**config.mk**
```make
export PLATFORM = sky130hd
export DESIGN_NAME = onehot_decoder_hold
export DESIGN_NICKNAME = d
export VERILOG_FILES = /design/src/rtl/onehot_decoder_hold.sv
export SDC_FILE = /design/constraint.sdc
export NUM_CORES = 1
export LEC_CHECK = 0
export CORE_AREA = 2 2 39 41
export DETAILED_ROUTE_END_ITERATION = 7
export DIE_AREA = 0 0 41 43
export GPL_TIMING_DRIVEN = 0
export SLEW_MARGIN = 10
export SYNTH_ARGS = -nofsm -noshare
export SYNTH_HDL_FRONTEND = slang
export SYNTH_SLANG_ARGS = --single-unit
export TNS_END_PERCENT = 30
```
**constraint.sdc**
```tcl
create_clock -name clk -period 1.6 [get_ports clk]
set_input_delay 0.24 -clock clk [delete_from_list [all_inputs] [get_ports clk]]
set_output_delay 0.24 -clock clk [all_outputs]
set_load 0.02 [all_outputs]
```
**src/rtl/onehot_decoder_hold.sv**
```systemverilog
// Registered binary-to-one-hot decoder that holds each decoded line for HOLD cycles.
// Define ONEHOT_DECODER_DROP_CNT_EN to add a saturating count of requests refused while busy.
module onehot_decoder_hold #(
   parameter int N    = 2,
   parameter int HOLD = 4
) (
   input  logic              clk,
   input  logic              reset,
   input  logic [N-1:0]      in_y,
   input  logic              in_valid,
   output logic              in_ready,
   output logic [2**N-1:0]   y_onehot,
   output logic              out_valid
`ifdef ONEHOT_DECODER_DROP_CNT_EN
   ,
   output logic [7:0]        dropped_count
`endif
);

   localparam int W  = 2**N;
   localparam int CW = $clog2(HOLD + 1);
   localparam logic [CW-1:0] HOLD_M1 = CW'(HOLD - 1);

   typedef enum logic [0:0] {
      ST_IDLE = 1'b0,
      ST_HOLD = 1'b1
   } state_t;

   state_t          state_q, state_d;
   logic [CW-1:0]   cnt_q, cnt_d;
   logic [W-1:0]    y_q, y_d;
   logic            valid_q, valid_d;

   // Next-state decode: accept in IDLE, count down the hold window in HOLD
   always_comb begin
      state_d = state_q;
      cnt_d   = cnt_q;
      y_d     = y_q;
      valid_d = valid_q;
      case (state_q)
         ST_IDLE: begin
            if (in_valid) begin
               state_d = ST_HOLD;
               y_d     = W'(1'b1) << in_y;
               valid_d = 1'b1;
               cnt_d   = HOLD_M1;
            end else begin
               y_d     = {W{1'b0}};
               valid_d = 1'b0;
            end
         end
         ST_HOLD: begin
            if (cnt_q == {CW{1'b0}}) begin
               state_d = ST_IDLE;
               y_d     = {W{1'b0}};
               valid_d = 1'b0;
            end else begin
               cnt_d   = cnt_q - CW'(1'b1);
            end
         end
         default: begin
            state_d = ST_IDLE;
            cnt_d   = {CW{1'b0}};
            y_d     = {W{1'b0}};
            valid_d = 1'b0;
         end
      endcase
   end

   // State and output registers; reset abandons any pending hold
   always_ff @(posedge clk) begin
      if (reset) begin
         state_q <= ST_IDLE;
         cnt_q   <= {CW{1'b0}};
         y_q     <= {W{1'b0}};
         valid_q <= 1'b0;
      end else begin
         state_q <= state_d;
         cnt_q   <= cnt_d;
         y_q     <= y_d;
         valid_q <= valid_d;
      end
   end

   // Ready depends on state alone so upstream never sees a loop through in_valid
   assign in_ready  = (state_q == ST_IDLE);
   assign y_onehot  = y_q;
   assign out_valid = valid_q;

`ifdef ONEHOT_DECODER_DROP_CNT_EN
   logic [7:0] drop_q, drop_d;

   // Saturating refusal count: a request seen while holding is dropped
   always_comb begin
      drop_d = drop_q;
      if ((state_q == ST_HOLD) && in_valid && (drop_q != 8'hFF)) begin
         drop_d = drop_q + 8'd1;
      end else begin
         drop_d = drop_q;
      end
   end

   // Refusal counter register, cleared only by reset
   always_ff @(posedge clk) begin
      if (reset) begin
         drop_q <= 8'd0;
      end else begin
         drop_q <= drop_d;
      end
   end

   assign dropped_count = drop_q;
`endif

endmodule

```
Yosys cells after proc, flatten, opt, wreduce, memory -nomap -nowiden --
Index checks and enable logic that the tools add are counted.
Word-level totals: bits in registers 9, output and inout bits 6
Operators by class: $add $sub $neg 1, equal/unequal tests 3, shifts and indexed selects 1, multiplexer cells 11, bitwise operators 1, reduce and logical (&&, ||, !) cells 2
Operator list (number):
- 4-bit two-way mux | 2
- 4-bit one-hot mux with 2 select lines | 1
- 3-bit two-way mux | 2
- 3-bit one-hot mux with 2 select lines | 1
- 2-bit != test (second input constant) | 2
- 1-bit one-hot mux with 2 select lines | 2
- 1-bit by 2-bit left shift with 4-bit output (first input constant) | 1
- 3-bit zero test | 1
- 1-bit two-way mux | 3
- 3-bit by 1-bit subtractor with 3-bit output (second input constant) | 1
- 2-bit by 1-bit != test with 1-bit output (second input constant) | 1
- 2-bit AND reduction | 1
- 1-bit NOT | 1

Longest topological paths before layout --
word-level depth 3, gate-level depth with buffers 7, depth with buffers taken out 6

Worst setup path before layout --
OpenSTA, ideal clock, no wires.
path type reg2reg, start point reg cnt_q[0], end point reg cnt_q[1], arrival 1.252 ns, path slack 0.290 ns, stages on the path, launching flop included 8, buffers on the path 1, cells stage by stage dfxtp_1 > inv_1 > ha_1 > ha_1 > nor2b_4 > buf_6 > mux2i_1 > o21ba_1
Between the ends: word-level cells in the longest chain between the ends 3, elaborated cells on any way between the ends 6
RTL lines:
- start: declaration | line 30 | logic [CW-1:0] cnt_q, cnt_d;
- start signal: assignment | line 74 | cnt_q <= {CW{1'b0}};
- start signal: assignment | line 79 | cnt_q <= cnt_d;
- 3-bit by 1-bit subtractor with 3-bit output or 3-bit zero test (tied branches) | line 58, 53
- 3-bit two-way mux or 2-bit != test (tied branches)
- 3-bit one-hot mux with 2 select lines or 2-bit AND reduction (tied branches)
Several ways; a longest one is shown, not always the timed one. The select of a mux whose other input is x is not followed. A chain may end at the register's enable or synchronous reset.

Final worst setup path --
start point reg state_q, end point out in_ready
Between the ends: word-level cells in the longest chain between the ends 1
RTL lines:
- start: declaration | line 29 | state_t state_q, state_d;
- start signal: assignment | line 78 | state_q <= state_d;
- 1-bit NOT
- end: declaration | line 11 | output logic in_ready,
Every way passes these cells.

==> impl_metrics.toml <==
[outcome]
status = "completed"

[clocking]
root_buffer = "clkbuf_4"
cts_num_sinks = 9
postCtsSetupRepairBufs = 0
clk_pin_slew_ps = 60
cts_made_buffers = 3
cts_tree = "built"
ctsResizeCount = 0
hold_buffers = 0
clock_latency_ps = 260
h-tree-depth = 1
clock_path_buffers = 2

[cells_and_area]
nets = 62
drive_gt1_share_pct = 14.8
area.growth.synth_to_final_pct = 34.8
final_util_pct = 38.2
n_antenna_cell = 0

[synthesis]
avgSynthCellArea_um2 = 9.55
synth_cells = 41
synth-seq-cells = 9
synth_top_area_share_pct = 46.0
synth_flop_cell = "dfxtp_1"
ys_top_cells_by_count = "dfxtp_1 (9), nor2_1 (8), inv_1 (6)"
yosys.area.top_type = "dfxtp_1"
synth_edf_count = 0
synth_async_sr_flop_share_pct = 0
ys_warn_count = 0
synthesis.nets = 48
synthMostInstantiatedCell = "dfxtp_1"
synth-seq-area-share_pct = 46.0
synthesis.area_um2 = 392
synth_area_leaders = "dfxtp_1 (46%), a32oi_1 (8.9%), nor2_1 (7.7%)"
yosysUniqueCellTypes = 16

[route]
post_drt_wl_per_cell_um = 9.81
num_vias = 301
wl_um = 687
drtIter0Drc = 3
firstDrtPassIters = 2
vias_per_cell = 4.30
drcViolationCount = 0
ant_nets = 0

[floorplan]
fp-row-count = 14
io_pins = 11
die_x_um = 41
initial_core_util_pct = 28.3
core_um2 = 1380
dieArea_um2 = 1760
chipHeight_um = 43

[timing]
relSlewSlack_pct = 69.4
holdWs_ps = 372
max_freq_ghz = 0.688
setup_viol = 0
hold_viol = 0
fin_setup_tns_ps = 0
period_share_pct = 90.9
drv_slew = 0
fin_crit_ps = 1450
rsz0062_at_grt = "no"
worst_slew_pin_slew_ps = 460
fin_skew_ps = 6.80
fin_ws_ps = 146

[setup_path]
worstSetupPathType = "reg -> out"
required_ps = 1360
crit_chain = "inv_1 -> clkdlybuf4s50_1"
critPathMaxStageDelay_ps = 590
crit_path_end_kind = "primary output"
cp_slowest_cell = "clkdlybuf4s50_1"
startpoint_type = "flip-flop"
critPathMaxFanout = 3
crit_arrival_ps = 1210

[global_route]
grt_max_degree = 11
track_usage_pct = 9.94
grt_pass1_wl_um = 1100
grt_remaining_overflow = 0
antenna_found_initial = 0
grt_pass1_vias = 246

[worst_hold_path]
hold_class = "in -> reg"

[placement]
place_hpwl_um = 479
dp_slack_ps = 217
place.gp.congestion = 0.731
port_buffers = 9

[power]
ir_worst_vdd_mv = 0.634
power.density_nw_per_um2 = 975
p_leak_nw = 0.223

[run]
drv_cap = 0
==> metal layers <==
layer | vias to the layer above | wire [um] | track usage, %
li1 | 164 | - | -
met1 | 127 | 363 | 12.5
met4 | 0 | 11 | 6.00
met3 | 2 | 46 | 7.85
met5 | - | 0 | 0
met2 | 8 | 265 | 11.3
==> power breakdown <==
group	internal (mW)	total (mW)	switching, mW
sequential	0.238	0.245	0.00607
combinational	0.0493	0.100	0.0511
clock	0.0958	0.170	0.0741
total	0.384	0.515	0.131
==> flip-flops by register name (all words and copies together) (netlist names) <==
name       count
state_q        1
y_onehot       4
out_valid      1
cnt_q          3
==> layout by cell type, fill, tap and decap left out <==
cell type	netlist	layout
inv_1	6	6
nand2_1	1	1
buf_2	1	1
clkbuf_4	0	3
dfxtp_1	9	9
clkdlybuf4s50_1	0	9
nor2_1	8	8
ha_1	2	2
nor2b_1	1	1
o21ba_1	1	1
o41ai_2	1	1
buf_6	1	1
clkbuf_1	1	2
a32oi_1	4	4
nor2b_4	1	1
a21oi_1	2	2
mux2i_1	1	1
a21o_2	1	1
==> logic make-up (layout without fill, tap and decap cells) <==
group	count (synthesis)	count (layout)	share of synthesized area [%]
compound gates	9	9	20.4
fa+ha+maj	2	2	6.39
buf+inv	9	22	10.9
flops	9	9	46.0
mux	1	1	2.56
simple gates	11	11	13.7
==> worst paths after layout <==
kind	startpoint	to	slack, ps	cells past startpoint
hold / removal	reset	y_onehot[0]	370	2
setup reg to reg	cnt_q[0]	cnt_q[1]	200	7
setup / recovery	state_q	in_ready	150	2
hold reg to reg	cnt_q[0]	cnt_q[0]	480	2
==> through the flow <==
stage                     power [mW]  cells  area (um^2)
after global routing           0.555     70          528
after floorplan                0.318     41          392
after global placement         0.349     66          502
after CTS                      0.523     70          528
final                          0.515     70          528
after detailed placement       0.350     66          502
==> area by class of cell <==
class | instances | area, um^2
well taps | 16 | 20.0
flip-flops and latches | 9 | 180
plain buffers | 3 | 20.0
multi-input cells | 23 | 169
fillers | 147 | 856
inverters | 6 | 22.5
clock buffers | 4 | 26.3
repair buffers | 9 | 90.1
==> critical path, delay by kind of cell (launching register included) <==
| kind | cells | cell delay (ps) |
|---|---|---|
| flops | 1 | 320 |
| buf+inv | 2 | 640 |
(Power assumes the default switching activity.)
